File: src/rtl/matrix_scan_pkg.sv
`default_nettype none
// ============================================================================
// Module      : matrix_scan_pkg
// Description : Shared types and sizing helpers for the BCM matrix scan engine.
// Revision    : 1.0 - initial parametrised release
// ============================================================================
package matrix_scan_pkg;

    typedef enum logic [2:0] {
        ST_IDLE     = 3'd0,
        ST_SHIFT_LO = 3'd1,
        ST_SHIFT_HI = 3'd2,
        ST_WAIT_OE  = 3'd3,
        ST_BLANK    = 3'd4,
        ST_LATCH    = 3'd5
    } scan_state_t;

    function automatic int col_width(input int columns);
        return $clog2(columns);
    endfunction

    function automatic int plane_width(input int bit_depth);
        return (bit_depth > 1) ? $clog2(bit_depth) : 1;
    endfunction

    // Widest weight is the MSB plane; one extra bit keeps the load value in range.
    function automatic int oe_timer_width(input int base_ticks, input int bit_depth);
        return $clog2(base_ticks << (bit_depth - 1)) + 1;
    endfunction

    function automatic int oe_weight(input int base_ticks, input int plane);
        return base_ticks << plane;
    endfunction

    localparam int DEFAULT_COL_W   = col_width(64);
    localparam int DEFAULT_PLANE_W = plane_width(6);
    localparam int DEFAULT_TMR_W   = oe_timer_width(16, 6);

endpackage
`default_nettype wire

File: src/rtl/bcm_oe_timer.sv
`default_nettype none
// ============================================================================
// Module      : bcm_oe_timer
// Description : Output-enable period timer with per-plane gating for BCM.
// Revision    : 1.0 - initial parametrised release
// ============================================================================
module bcm_oe_timer #(
    parameter int BIT_DEPTH = 6,
    parameter int TMR_W     = 10,
    parameter int PLANE_W   = 3
) (
    input  logic                 clk_in,
    input  logic                 reset,
    input  logic                 load,
    input  logic [TMR_W-1:0]     load_value,
    input  logic [PLANE_W-1:0]   load_plane,
    input  logic [BIT_DEPTH-1:0] plane_enable,
    output logic                 output_enable,
    output logic                 expired
);

    logic [TMR_W-1:0]   r_count;
    logic [TMR_W-1:0]   w_next_count;
    logic [PLANE_W-1:0] r_plane;
    logic [PLANE_W-1:0] w_next_plane;

    always_comb begin
        w_next_count = r_count;
        w_next_plane = r_plane;
        if (load) begin
            w_next_count = load_value;
            w_next_plane = load_plane;
        end else if (r_count != '0) begin
            w_next_count = r_count - TMR_W'(1);
        end
    end

    // A gated-off plane still runs its full count so frame timing never changes.
    always_ff @(posedge clk_in or negedge reset) begin
        if (!reset) begin
            r_count       <= '0;
            r_plane       <= '0;
            output_enable <= 1'b0;
        end else begin
            r_count       <= w_next_count;
            r_plane       <= w_next_plane;
            output_enable <= (w_next_count != '0) && plane_enable[w_next_plane];
        end
    end

    assign expired = (r_count == '0);

endmodule
`default_nettype wire

File: src/rtl/matrix_scan_bcm.sv
`default_nettype none
// ============================================================================
// Module      : matrix_scan_bcm
// Description : HUB75 scan engine: column/row addressing, shift clock, latch
//               and BCM-weighted output enable with shift/display overlap.
// Revision    : 1.0 - initial parametrised release
// ============================================================================
module matrix_scan_bcm
    import matrix_scan_pkg::*;
#(
    parameter int COLUMNS        = 64,
    parameter int ROW_ADDR_WIDTH = 4,
    parameter int BIT_DEPTH      = 6,
    parameter int OE_BASE_TICKS  = 16,
    parameter int BLANK_TICKS    = 2,
    parameter int LATCH_TICKS    = 1
) (
    input  logic                          clk_in,
    input  logic                          reset,
    input  logic                          enable,
    input  logic                          pixel_ready,
    input  logic [BIT_DEPTH-1:0]          plane_enable,
    output logic [col_width(COLUMNS)-1:0] column_address,
    output logic [ROW_ADDR_WIDTH-1:0]     row_address,
    output logic [ROW_ADDR_WIDTH-1:0]     row_address_active,
    output logic [BIT_DEPTH-1:0]          brightness_mask,
    output logic                          pixel_load_start,
    output logic                          clk_pixel,
    output logic                          row_latch,
    output logic                          output_enable,
    output logic                          frame_start
);

    localparam int COL_W    = col_width(COLUMNS);
    localparam int PLANE_W  = plane_width(BIT_DEPTH);
    localparam int TMR_W    = oe_timer_width(OE_BASE_TICKS, BIT_DEPTH);
    localparam int TICK_MAX = (BLANK_TICKS > LATCH_TICKS) ? BLANK_TICKS : LATCH_TICKS;
    localparam int TICK_W   = $clog2(TICK_MAX + 1);

    localparam logic [COL_W-1:0]   COL_LAST   = COL_W'(COLUMNS - 1);
    localparam logic [PLANE_W-1:0] PLANE_LAST = PLANE_W'(BIT_DEPTH - 1);

    scan_state_t         r_state;
    logic [PLANE_W-1:0]  r_plane;
    logic [PLANE_W-1:0]  r_latched_plane;
    logic [TICK_W-1:0]   r_tick;

    logic                w_last_plane;
    logic [PLANE_W-1:0]  w_next_plane;
    logic                w_oe_load;
    logic [TMR_W-1:0]    w_oe_value;
    logic                w_oe_expired;

    assign w_last_plane = (r_plane == PLANE_LAST);
    assign w_next_plane = w_last_plane ? '0 : r_plane + PLANE_W'(1);
    assign w_oe_load    = (r_state == ST_LATCH) && (r_tick == '0);
    assign w_oe_value   = TMR_W'(oe_weight(OE_BASE_TICKS, int'(r_latched_plane)));

    always_ff @(posedge clk_in or negedge reset) begin
        if (!reset) begin
            r_state            <= ST_IDLE;
            r_plane            <= '0;
            r_latched_plane    <= '0;
            r_tick             <= '0;
            column_address     <= '0;
            row_address        <= '0;
            row_address_active <= '0;
            brightness_mask    <= '0;
            pixel_load_start   <= 1'b0;
            clk_pixel          <= 1'b0;
            row_latch          <= 1'b0;
            frame_start        <= 1'b0;
        end else begin
            pixel_load_start <= 1'b0;
            frame_start      <= 1'b0;
            case (r_state)
                ST_IDLE: begin
                    if (enable) begin
                        r_state          <= ST_SHIFT_LO;
                        pixel_load_start <= 1'b1;
                        brightness_mask  <= BIT_DEPTH'(1) << r_plane;
                    end
                end
                ST_SHIFT_LO: begin
                    if (pixel_ready) begin
                        r_state   <= ST_SHIFT_HI;
                        clk_pixel <= 1'b1;
                    end
                end
                ST_SHIFT_HI: begin
                    clk_pixel <= 1'b0;
                    if (column_address == COL_LAST) begin
                        column_address <= '0;
                        r_state        <= ST_WAIT_OE;
                    end else begin
                        column_address <= column_address + COL_W'(1);
                        r_state        <= ST_SHIFT_LO;
                    end
                end
                ST_WAIT_OE: begin
                    if (w_oe_expired) begin
                        r_state <= ST_BLANK;
                        r_tick  <= TICK_W'(BLANK_TICKS - 1);
                    end
                end
                ST_BLANK: begin
                    if (r_tick == '0) begin
                        r_state            <= ST_LATCH;
                        r_tick             <= TICK_W'(LATCH_TICKS - 1);
                        row_latch          <= 1'b1;
                        row_address_active <= row_address;
                        r_latched_plane    <= r_plane;
                        frame_start        <= (row_address == '0) && (r_plane == '0);
                    end else begin
                        r_tick <= r_tick - TICK_W'(1);
                    end
                end
                ST_LATCH: begin
                    if (r_tick == '0) begin
                        // OE timer loads on this same edge via w_oe_load.
                        row_latch <= 1'b0;
                        r_plane   <= w_next_plane;
                        if (w_last_plane) begin
                            row_address <= row_address + ROW_ADDR_WIDTH'(1);
                        end
                        if (enable) begin
                            r_state          <= ST_SHIFT_LO;
                            pixel_load_start <= 1'b1;
                            brightness_mask  <= BIT_DEPTH'(1) << w_next_plane;
                        end else begin
                            r_state <= ST_IDLE;
                        end
                    end else begin
                        r_tick <= r_tick - TICK_W'(1);
                    end
                end
                default: r_state <= ST_IDLE;
            endcase
        end
    end

    bcm_oe_timer #(
        .BIT_DEPTH (BIT_DEPTH),
        .TMR_W     (TMR_W),
        .PLANE_W   (PLANE_W)
    ) u_oe_timer (
        .clk_in        (clk_in),
        .reset         (reset),
        .load          (w_oe_load),
        .load_value    (w_oe_value),
        .load_plane    (r_latched_plane),
        .plane_enable  (plane_enable),
        .output_enable (output_enable),
        .expired       (w_oe_expired)
    );

endmodule
`default_nettype wire

File: config.mk
export PLATFORM = sky130hd
export DESIGN_NAME = matrix_scan_bcm
export DESIGN_NICKNAME = d
export VERILOG_FILES = /design/src/rtl/matrix_scan_pkg.sv /design/src/rtl/bcm_oe_timer.sv /design/src/rtl/matrix_scan_bcm.sv
export SDC_FILE = /design/constraint.sdc
export NUM_CORES = 1
export LEC_CHECK = 0
export BUFFER_PORTS_ARGS = -buffer_cell sky130_fd_sc_hd__buf_2
export CAP_MARGIN = 40
export CORE_UTILIZATION = 30
export DETAILED_ROUTE_END_ITERATION = 7
export SYNTH_ARGS = -nofsm -noshare
export SYNTH_HDL_FRONTEND = slang
export SYNTH_SLANG_ARGS = --single-unit
File: constraint.sdc
create_clock -name clk_in -period 1.7 [get_ports clk_in]
set_input_delay 0.255 -clock clk_in [delete_from_list [all_inputs] [get_ports clk_in]]
set_output_delay 0.255 -clock clk_in [all_outputs]
set_load 0.02 [all_outputs]
==> flow_metrics.env, run 1 <==
export IMPL_ys_seq_area_share_pct=46.36
export IMPL_vdd_drop_max_mv=0.4347
export IMPL_finalWorstSetupSlack_ps=-65.03
export IMPL_route_detailed_drc=0
export IMPL_timing_final_crit_share_pct=103.8
export IMPL_io_pins=35
export IMPL_period_needed_ps=1765
export IMPL_seqCellArea_um2=1227
export IMPL_cellPowerDensity_nw_per_um2=1357
export IMPL_synthArstFlopShare_pct=100.0
export IMPL_chipHeight_um=95.90
export IMPL_num_antenna_cells=0
export IMPL_avgSynthCellArea_um2=10.54
export IMPL_dr_pass1_iters=4
export IMPL_ys_types=55
export IMPL_grt_first_pass_wirelength_um=9694
export IMPL_worstMarginPinSlew_ps=377.2
export IMPL_synth_warnings=0
export IMPL_fmax_mhz=566.6
export IMPL_wl_um=5886
export IMPL_violations="negative setup slack"
export IMPL_cp_cell_sequence="inv_2 -> ha_4 -> nand4b_4 -> mux2_4 -> mux2i_1 -> mux2i_1 -> mux2i_1 -> a31oi_1"
export IMPL_arrival_ps=2010
export IMPL_max_slew_margin_pct=74.58
export IMPL_slew_violations=0
export IMPL_ys_ff_latch=49
export IMPL_multi_input_area_um2=1415
export IMPL_die_w_um=95.90
export IMPL_cts_buffers=5
export IMPL_numPortBuffers=34
export IMPL_critical_path_class="reg2reg"
export IMPL_gp_congestion=0.8436
export IMPL_grt_overflow=0
export IMPL_rsz0062_at_grt="true"
export IMPL_syn_area_um2=2645
export IMPL_antenna_found_initial=0
export IMPL_core_rowCount=33
export IMPL_netSwitchingFraction_pct=40.60
export IMPL_clock_sinks=49
export IMPL_area_growth_pct=31.55
export IMPL_placed_cell_area_um2=3198
export IMPL_cp_max_fo=7
export IMPL_wl_per_cell_um=13.53
export IMPL_synth_main_ff_cell="dfrtp_1"
export IMPL_clkLatencyLatePin_ps=310
export IMPL_grt_use_total_pct=13.65
export IMPL_final_nets=346
export IMPL_r2r_slack_ps=-70
export IMPL_intPower_mw=2.804
export IMPL_cts_tree="yes"
export IMPL_outcome="finished with violations"
export IMPL_grt_start_max_net_pins=50
export IMPL_core_area_um2=8382
export IMPL_finalInstanceArea_um2=3480
export IMPL_clk_path_buf_depth=2
export IMPL_critPathLaunchType="flop"
export IMPL_end_kind="flop"
export IMPL_clk_pin_slew_ps=100
export IMPL_cp_common_cell="mux2i_1"
export IMPL_die_area_um2=9196
export IMPL_dpl_worst_slack_ps=-130.8
export IMPL_fillerInstances=834
export IMPL_start_util_pct=31.56
export IMPL_vias_per_cell=4.913
export IMPL_ant_nets=0
export IMPL_cts_max_level=2
export IMPL_setup_viol=1
export IMPL_max_stage_delay_ps=400
export IMPL_drtIter0Drc=40
export IMPL_drive_gt1_share_pct=40.61
export IMPL_final_hold_violation_count=0
export IMPL_p_sw_mw=1.917
export IMPL_synth_fp_nets=268
export IMPL_cap_violations=0
export IMPL_cp_slowest_cell="dfrtp_1"
export IMPL_clkPwrFrac_pct=15.6
export IMPL_netlist_instances=251
export IMPL_hpwl_um=4114
export IMPL_power_frac_seq_pct=38.3
export IMPL_worstPathRequired_ps=1940
export IMPL_p_leak_nw=1.672
export IMPL_ctsRootBufferMaster="clkbuf_8"
export IMPL_grt_pass1_vias=2102
export IMPL_pwr_share_comb_pct=46.0
export IMPL_skew_ps=4.340
export IMPL_hold_path_class="in2reg"
export IMPL_routed_via_count=2137
export IMPL_synth_edf_count=0
[logic make-up after synthesis]
logic type                 Yosys count  synth area share, %
AOI/OAI and AO/OA                   56                14.38
adders and majority gates            7                3.311
and+or+nand+nor                     91                20.96
muxes                               18                7.569
xor gates and xnor gates             9                2.980
buffers and inverters               21                4.446
DFF                                 49                46.36
[critical path, delay by kind of cell, from the launching register on]
family	cells	cell delay, ps
multiplexers	4	750
AND/OR/NAND/NOR	1	170
buffers and inverters	1	90
flip-flops	1	400
adder cells (fa/ha/maj)	1	150
AO/OA/AOI/OAI	1	140
[synthesized netlist by cell type (3+ instances only)]
cell type  count  area share [%]
nor2_1        18             2.6
nand3b_1       3            0.85
clkbuf_1       3            0.43
dfrtp_1       49              46
a21oi_1       10             1.9
a22o_1         3            0.99
buf_6          3             1.3
o21ai_0       16             3.0
nand4b_1       3            0.99
and3_1         4            0.95
a211oi_1       4             1.1
nor3_1         6             1.1
mux2i_1        7             2.6
nand4_1        3            0.71
xnor2_1        7             2.3
o31ai_1        3            0.85
nand3_1        5            0.95
inv_1         10             1.4
nand2b_1       3            0.71
ha_1           7             3.3
mux2_2         9             3.8
nor2b_1        4            0.95
nand2_1       26             3.7
a31oi_1        8             1.9
[power groups by stage]
stage | clock network (mW) | logic [mW] | registers [mW]
finish | 0.738 | 2.17 | 1.81
global route | 0.815 | 2.39 | 1.85
CTS | 0.770 | 2.03 | 1.80
detailed placement | 0 | 1.97 | 1.81
global placement | 0 | 1.94 | 1.80
floorplan | 0 | 1.13 | 1.91
[state kept, by name, summed over array words and instances (netlist names)]
| register | count |
|---|---|
| pixel_load_start | 1 |
| row_address_active | 4 |
| row_address | 4 |
| r_state | 3 |
| frame_start | 1 |
| clk_pixel | 1 |
| r_tick | 2 |
| column_address | 6 |
| u_oe_timer.output_enable | 1 |
| r_latched_plane | 3 |
| brightness_mask | 6 |
| u_oe_timer.r_count | 10 |
| u_oe_timer.r_plane | 3 |
| row_latch | 1 |
| r_plane | 3 |
[worst paths after layout]
| check | end | start | cells past startpoint |
|---|---|---|---|
| worst max register to register | u_oe_timer.output_enable | r_tick[1] | 8 |
| max in group asynchronous | r_state[0] | reset | 3 |
| min in group asynchronous | u_oe_timer.r_count[2] | reset | 3 |
| worst max-delay path | u_oe_timer.output_enable | r_tick[1] | 8 |
| worst min register to register | row_latch | row_latch | 1 |
| worst min-delay path | clk_pixel | pixel_ready | 3 |
[per-layer routing]
layer	part of all wire [%]	wire (um)	track usage [%]	vias to the layer above
met3	4.3	252	3.239	9
met5	0	0	0	-
met2	47	2778	21.55	47
met1	47	2776	18.31	1017
li1	-	-	-	1064
met4	1.3	79	4.726	0
[cells in the final DEF (no fill, tap or decap), types with 5 or more instances in the layout]
| master | Yosys | routed |
|---|---|---|
| a21oi_1 | 10 | 8 |
| dfrtp_1 | 49 | 48 |
| nand3_1 | 5 | 5 |
| mux2_2 | 9 | 9 |
| o21ai_0 | 16 | 14 |
| nor2_1 | 18 | 16 |
| ha_1 | 7 | 5 |
| clkbuf_8 | 1 | 5 |
| buf_2 | 2 | 34 |
| buf_4 | 1 | 41 |
| inv_1 | 10 | 6 |
| a31oi_1 | 8 | 7 |
| mux2i_1 | 7 | 7 |
| xnor2_1 | 7 | 7 |
| nand2_1 | 26 | 24 |
[layout make-up]
type	instances	share of cell area (%)
clock buffers	5	1.978
clock inverters	3	0.7551
inverters	10	1.079
multi-input cells	181	40.67
flip-flops and latches	49	35.28
well taps	105	3.776
repair buffers	82	16.47
[timing repair]
| item | CTS | global route |
|---|---|---|
| pin swaps | 4 | 10 |
| resized for setup | 7 | 23 |
| setup buffers | 4 | 5 |
| hold endpoints to repair | 49 | 0 |
| endpoints found under the setup margin | 6 | 11 |
| hold buffers | 1 | 0 |
[metrics by stage]
step	utilization (%)	setup TNS [ps]	cells	hold slack (ps)	total power [mW]
floorplan	-	-28.55	251	-40.59	3.035
global placement	38.15	-113.2	417	270.9	3.739
detailed placement	38.15	-317.0	417	269.0	3.781
CTS	40.02	-75.12	430	297.3	4.596
global route	41.51	-405.5	435	354.0	5.060
finish	41.51	-65.03	435	306.2	4.721
(Power assumes the default switching activity.)
==> run 2, diff against run 1 <==
- clock period: 1.7 -> 1.65 ns (I/O delays scaled with it)
==> run 2 against run 1 <==
Effect of this change: the run still ends with negative setup slack left; combinational power grew 6%; clock power shrank 5.1%; sequential power is essentially flat; highest routed layer unchanged; design area is essentially flat; first-iteration DRC count is the same; count of clock-buffer cells in the layout grew 1; critical path type unchanged; sequential share of layout area is essentially flat; largest cell class unchanged.
==> flow_metrics.env, run 2 (synthesized netlist as in run 1, its figures left out) <==
export IMPL_num_antenna_cells=0
export IMPL_area_growth_pct=31.50
export IMPL_final_hold_violation_count=0
export IMPL_cts_buffers=5
export IMPL_critical_path_class="reg2reg"
export IMPL_io_pins=35
export IMPL_max_slew_margin_pct=75.04
export IMPL_power_frac_seq_pct=38.0
export IMPL_slew_violations=0
export IMPL_die_w_um=95.90
export IMPL_vdd_drop_max_mv=0.3968
export IMPL_netSwitchingFraction_pct=39.64
export IMPL_wl_per_cell_um=13.08
export IMPL_grt_use_total_pct=13.45
export IMPL_clk_path_buf_depth=2
export IMPL_gp_congestion=0.7965
export IMPL_core_area_um2=8382
export IMPL_period_needed_ps=1771
export IMPL_wl_um=5675
export IMPL_routed_via_count=2130
export IMPL_cap_violations=0
export IMPL_timing_final_crit_share_pct=107.4
export IMPL_pwr_share_comb_pct=47.5
export IMPL_worstReg2RegStart="u_oe_timer.r_count[1]"
export IMPL_reg_top3="u_oe_timer.r_count: 10 flops, brightness_mask: 6 flops, column_address: 6 flops"
export IMPL_grt_pass1_vias=2075
export IMPL_mostFrequentLayoutCell="dfrtp_1"
export IMPL_grt_start_max_net_pins=50
export IMPL_ant_nets=0
export IMPL_end_kind="flop"
export IMPL_clkLatencyLatePin_ps=300
export IMPL_drive_gt1_share_pct=40.43
export IMPL_hold_ws_ps=303.6
export IMPL_dr_pass1_iters=4
export IMPL_skew_ps=6.999
export IMPL_clock_sinks=49
export IMPL_startpoint="u_oe_timer.r_count[1]"
export IMPL_die_area_um2=9196
export IMPL_vias_per_cell=4.908
export IMPL_hold_path_class="in2reg"
export IMPL_grt_first_pass_wirelength_um=9591
export IMPL_antenna_found_initial=0
export IMPL_worstMarginPinSlew_ps=370.4
export IMPL_r2r_cells=8
export IMPL_cts_max_level=2
export IMPL_drtIter0Drc=40
export IMPL_grt_overflow=0
export IMPL_setup_viol=4
export IMPL_p_leak_nw=1.671
export IMPL_mostFrequentLayoutCells="dfrtp_1, buf_4, buf_2, nand2_1"
export IMPL_hpwl_um=4118
export IMPL_cellPowerDensity_nw_per_um2=1389
export IMPL_finalWorstSetupSlack_ps=-121.4
export IMPL_critPathLaunchType="flop"
export IMPL_fillerInstances=819
export IMPL_intPower_mw=2.917
export IMPL_crit_path_end="u_oe_timer.output_enable"
export IMPL_fmax_mhz=564.5
export IMPL_clkPwrFrac_pct=14.5
export IMPL_core_rowCount=33
export IMPL_p_sw_mw=1.915
export IMPL_dpl_worst_slack_ps=-204.0
export IMPL_ctsRootBufferMaster="clkbuf_8"
export IMPL_clk_pin_slew_ps=90
export IMPL_numPortBuffers=34
export IMPL_arrival_ps=1950
export IMPL_cts_tree="yes"
export IMPL_worstPathRequired_ps=1830
export IMPL_largest_reg_flops=10
export IMPL_max_flop_register="u_oe_timer.r_count"
export IMPL_route_detailed_drc=0
export IMPL_rsz0062_at_grt="true"
export IMPL_cp_max_fo=4
export IMPL_min_path_cells=3
export IMPL_chipHeight_um=95.90
export IMPL_outcome="finished with violations"
export IMPL_rr_endpoint="u_oe_timer.output_enable"
export IMPL_post_route_util_pct=41.50
export IMPL_violations="negative setup slack"
export IMPL_final_nets=345
export IMPL_start_util_pct=31.56
export IMPL_r2r_slack_ps=-120
## run 2: cell types whose count changed in the layout (fill, tap and decap cells not counted), sizes merged
cell / previous run / this run
buf: 81 / 80
clkinv: 0 / 1
clkinvlp: 2 / 0
clkbuf: 5 / 6
## run 2: what timing repair did
item | 4_1_cts | 5_1_grt
buffers inserted | 5 | 4
gates resized for setup | 17 | 14
endpoints found under the hold margin | 49 | 0
cloned | 0 | 0
pin swaps | 10 | 10
hold buffers | 1 | 0
setup endpoints to repair | 16 | 24
## run 2: worst min path at each step
stage	from	endpoint	slack (ps)
finish	pixel_ready	clk_pixel	300
global route	pixel_ready	clk_pixel	340
CTS	pixel_ready	clk_pixel	300
detailed placement	reset	column_address[5]	260
global placement	reset	column_address[5]	250
floorplan	reset	brightness_mask[0]	-50
## run 2: area by class of cell
type | instances | area (um^2) | share of cell area [%]
Clock buffer | 6 | 72.57 | 2.086
Timing Repair Buffer | 81 | 569.3 | 16.37
Tap cell | 105 | 131.4 | 3.777
Inverter | 10 | 37.54 | 1.079
Multi-Input combinational cell | 181 | 1428 | 41.04
Clock inverter | 2 | 13.76 | 0.3957
Sequential cell | 49 | 1226 | 35.25
## run 2: per-stage QoR
step / TNS (ps) / total power [mW] / instance area (um^2) / instances
2_1_floorplan: -71.29 / 3.160 / 2681 / 251
3_3_place_gp: -273.7 / 3.896 / 3206 / 416
3_5_place_dp: -691.1 / 3.931 / 3206 / 416
4_1_cts: -171.5 / 4.765 / 3397 / 430
5_1_grt: -742.9 / 5.207 / 3478 / 434
6_report: -165.5 / 4.832 / 3478 / 434
## run 2: power by group through the flow
stage / sequential (mW) / clock (mW) / combinational [mW]
CTS: 1.84 / 0.742 / 2.18
global placement: 1.84 / 0 / 2.06
global route: 1.89 / 0.773 / 2.54
finish: 1.84 / 0.700 / 2.30
floorplan: 1.97 / 0 / 1.19
detailed placement: 1.84 / 0 / 2.09
## run 2: worst max-delay path, stage by stage, from the launching register on
cell and delay (ps):
dfrtp_1 410, buf_6 130, nor4_4 360, buf_4 200
nand3b_1 80, nand3_1 110, o311ai_2 120, nor3_1 150
a31oi_1 100
## run 2: metal layers
metal | share of wire, % | track usage [%] | wire (um) | up-vias
li1 | - | - | - | 1061
met1 | 47 | 17.51 | 2668 | 1030
met2 | 48 | 21.85 | 2718 | 32
met3 | 3.3 | 2.686 | 189 | 7
met4 | 1.7 | 5.473 | 99 | 0
met5 | 0 | 0 | 0 | -
==> run 3, diff against run 2 <==
- CELL_PAD_IN_SITES_DETAIL_PLACEMENT: unset -> 2
- CELL_PAD_IN_SITES_GLOBAL_PLACEMENT: unset -> 2
- PLACE_DENSITY_LB_ADDON: unset -> 0.1
==> run 3 against run 2 <==
Effect of this change: the run still ends with negative setup slack left; sequential share of layout area is 2.1 points lower; sequential power is 3% lower; critical path depth unchanged; design area is 6.3% higher; fmax decreased by 4.7%; count of clock-buffer cells in the layout fell by 1; setup slack lost 87 ps; cell count increased by 5.3%.
==> flow_metrics.env, run 3 (synthesized netlist as in run 1, its figures left out) <==
export IMPL_outcome="finished with violations"
export IMPL_violations="negative setup slack"
export IMPL_drtIter0Drc=44
export IMPL_reg_top3="u_oe_timer.r_count: 10 flops, brightness_mask: 6 flops, column_address: 6 flops"
export IMPL_cts_tree="yes"
export IMPL_period_needed_ps=1859
export IMPL_io_pins=35
export IMPL_largest_reg_flops=10
export IMPL_ant_nets=0
export IMPL_r2r_cells=8
export IMPL_hold_path_end="clk_pixel"
export IMPL_rsz0062_at_grt="true"
export IMPL_cap_violations=0
export IMPL_worstReg2RegStart="r_tick[0]"
export IMPL_grt_overflow=0
export IMPL_cellPowerDensity_nw_per_um2=1451
export IMPL_end_kind="flop"
export IMPL_critPathLaunchType="flop"
export IMPL_hold_path_class="in2reg"
export IMPL_cts_buffers=5
export IMPL_post_route_util_pct=44.13
export IMPL_ctsRootBufferMaster="clkbuf_8"
export IMPL_num_antenna_cells=0
export IMPL_chipHeight_um=95.90
export IMPL_antenna_found_initial=0
export IMPL_rr_endpoint="u_oe_timer.output_enable"
export IMPL_final_hold_violation_count=0
export IMPL_grt_first_pass_wirelength_um=12510
export IMPL_cts_max_level=2
export IMPL_grt_start_max_net_pins=50
export IMPL_route_detailed_drc=0
export IMPL_start_util_pct=31.56
export IMPL_die_area_um2=9196
export IMPL_clkLatencyLatePin_ps=320
export IMPL_dr_pass1_iters=4
export IMPL_clk_path_buf_depth=2
export IMPL_slew_violations=0
export IMPL_hpwl_um=5367
export IMPL_mostFrequentLayoutCells="buf_4, dfrtp_1, buf_2, nand2_1, nor2_1"
export IMPL_mostFrequentLayoutCell="buf_4"
export IMPL_final_nets=368
export IMPL_dpl_worst_slack_ps=-244.6
export IMPL_p_leak_nw=1.795
export IMPL_clock_sinks=49
export IMPL_routed_via_count=2311
export IMPL_min_from="pixel_ready"
export IMPL_max_slew_margin_pct=75.77
export IMPL_clk_pin_slew_ps=110
export IMPL_setup_viol=12
export IMPL_worstMarginPinSlew_ps=360.4
export IMPL_die_w_um=95.90
export IMPL_skew_ps=10.76
export IMPL_arrival_ps=2060
export IMPL_r2r_slack_ps=-210
export IMPL_vias_per_cell=5.057
export IMPL_wl_per_cell_um=17.31
export IMPL_grt_use_total_pct=17.90
export IMPL_grt_pass1_vias=2541
export IMPL_cp_max_fo=8
export IMPL_min_path_cells=3
export IMPL_finalWorstSetupSlack_ps=-208.5
export IMPL_vdd_drop_max_mv=0.5408
export IMPL_critical_path_class="reg2reg"
export IMPL_area_growth_pct=39.83
export IMPL_wl_um=7911
export IMPL_timing_final_crit_share_pct=112.6
export IMPL_core_rowCount=33
export IMPL_gp_congestion=0.7773
export IMPL_max_flop_register="u_oe_timer.r_count"
export IMPL_worstPathRequired_ps=1850
export IMPL_numPortBuffers=34
export IMPL_drive_gt1_share_pct=45.45
export IMPL_fmax_mhz=538.1
export IMPL_core_area_um2=8382
export IMPL_fillerInstances=935
## run 3: repair_timing
action	CTS	global route
gates cloned	0	1
endpoints found under the setup margin	22	26
pin swaps	2	7
buffers inserted	7	5
hold endpoints to repair	49	0
hold buffers	1	0
gates resized for setup	6	30
## run 3: per-layer routing
layer,vias to the layer above,part of all wire (%),GRT usage [%],routed length (um)
li1,1106,-,-,-
met1,1169,44,21.07,3506
met2,28,52,33.04,4128
met3,8,2.3,3.318,185
met4,0,1.2,4.975,91
met5,-,0,0,0
## run 3: where the power goes
part | switching, mW | internal [mW]
clock network | 0.481 | 0.321
registers | 0.295 | 1.49
logic | 1.43 | 1.35
total | 2.20 | 3.16
## run 3: area by class of cell
cell class	count	area [um^2]	share of cell area, %
multi-input combinational	182	1468	39.68
sequential	49	1226	33.15
timing repair buffer	103	738.2	19.96
tap	105	131.4	3.552
clock buffer	5	68.82	1.861
inverter	10	37.54	1.015
clock inverter	3	28.78	0.7781
## run 3: through the flow
stage	hold slack [ps]	TNS [ps]	cells	power (mW)	instance area, um^2
2_1_floorplan	-48.09	-71.29	251	3.160	2681
3_3_place_gp	263.3	-639.6	435	4.200	3348
3_5_place_dp	265.8	-905.7	435	4.284	3348
4_1_cts	264.0	-692.6	451	5.176	3516
5_1_grt	290.8	-2359	457	5.731	3699
6_report	270.3	-695.2	457	5.366	3699
## run 3: worst max path at each step
stage                                          end                  start  cells after the start
after CTS                 u_oe_timer.output_enable              r_tick[0]                      8
after global routing      u_oe_timer.output_enable              r_tick[1]                      8
after global placement    u_oe_timer.output_enable              r_tick[1]                      8
final                     u_oe_timer.output_enable              r_tick[0]                      8
after detailed placement  u_oe_timer.output_enable              r_tick[0]                      8
after floorplan                          r_tick[1]  u_oe_timer.r_count[0]                      8
## run 3: critical path: stages, from the launching register on
cell      delay, ps
dfrtp_1         400
inv_2            90
ha_4            160
nand4b_4        190
buf_4           240
a31oi_2         250
o41ai_4         140
nor3_2          190
a31oi_1         100
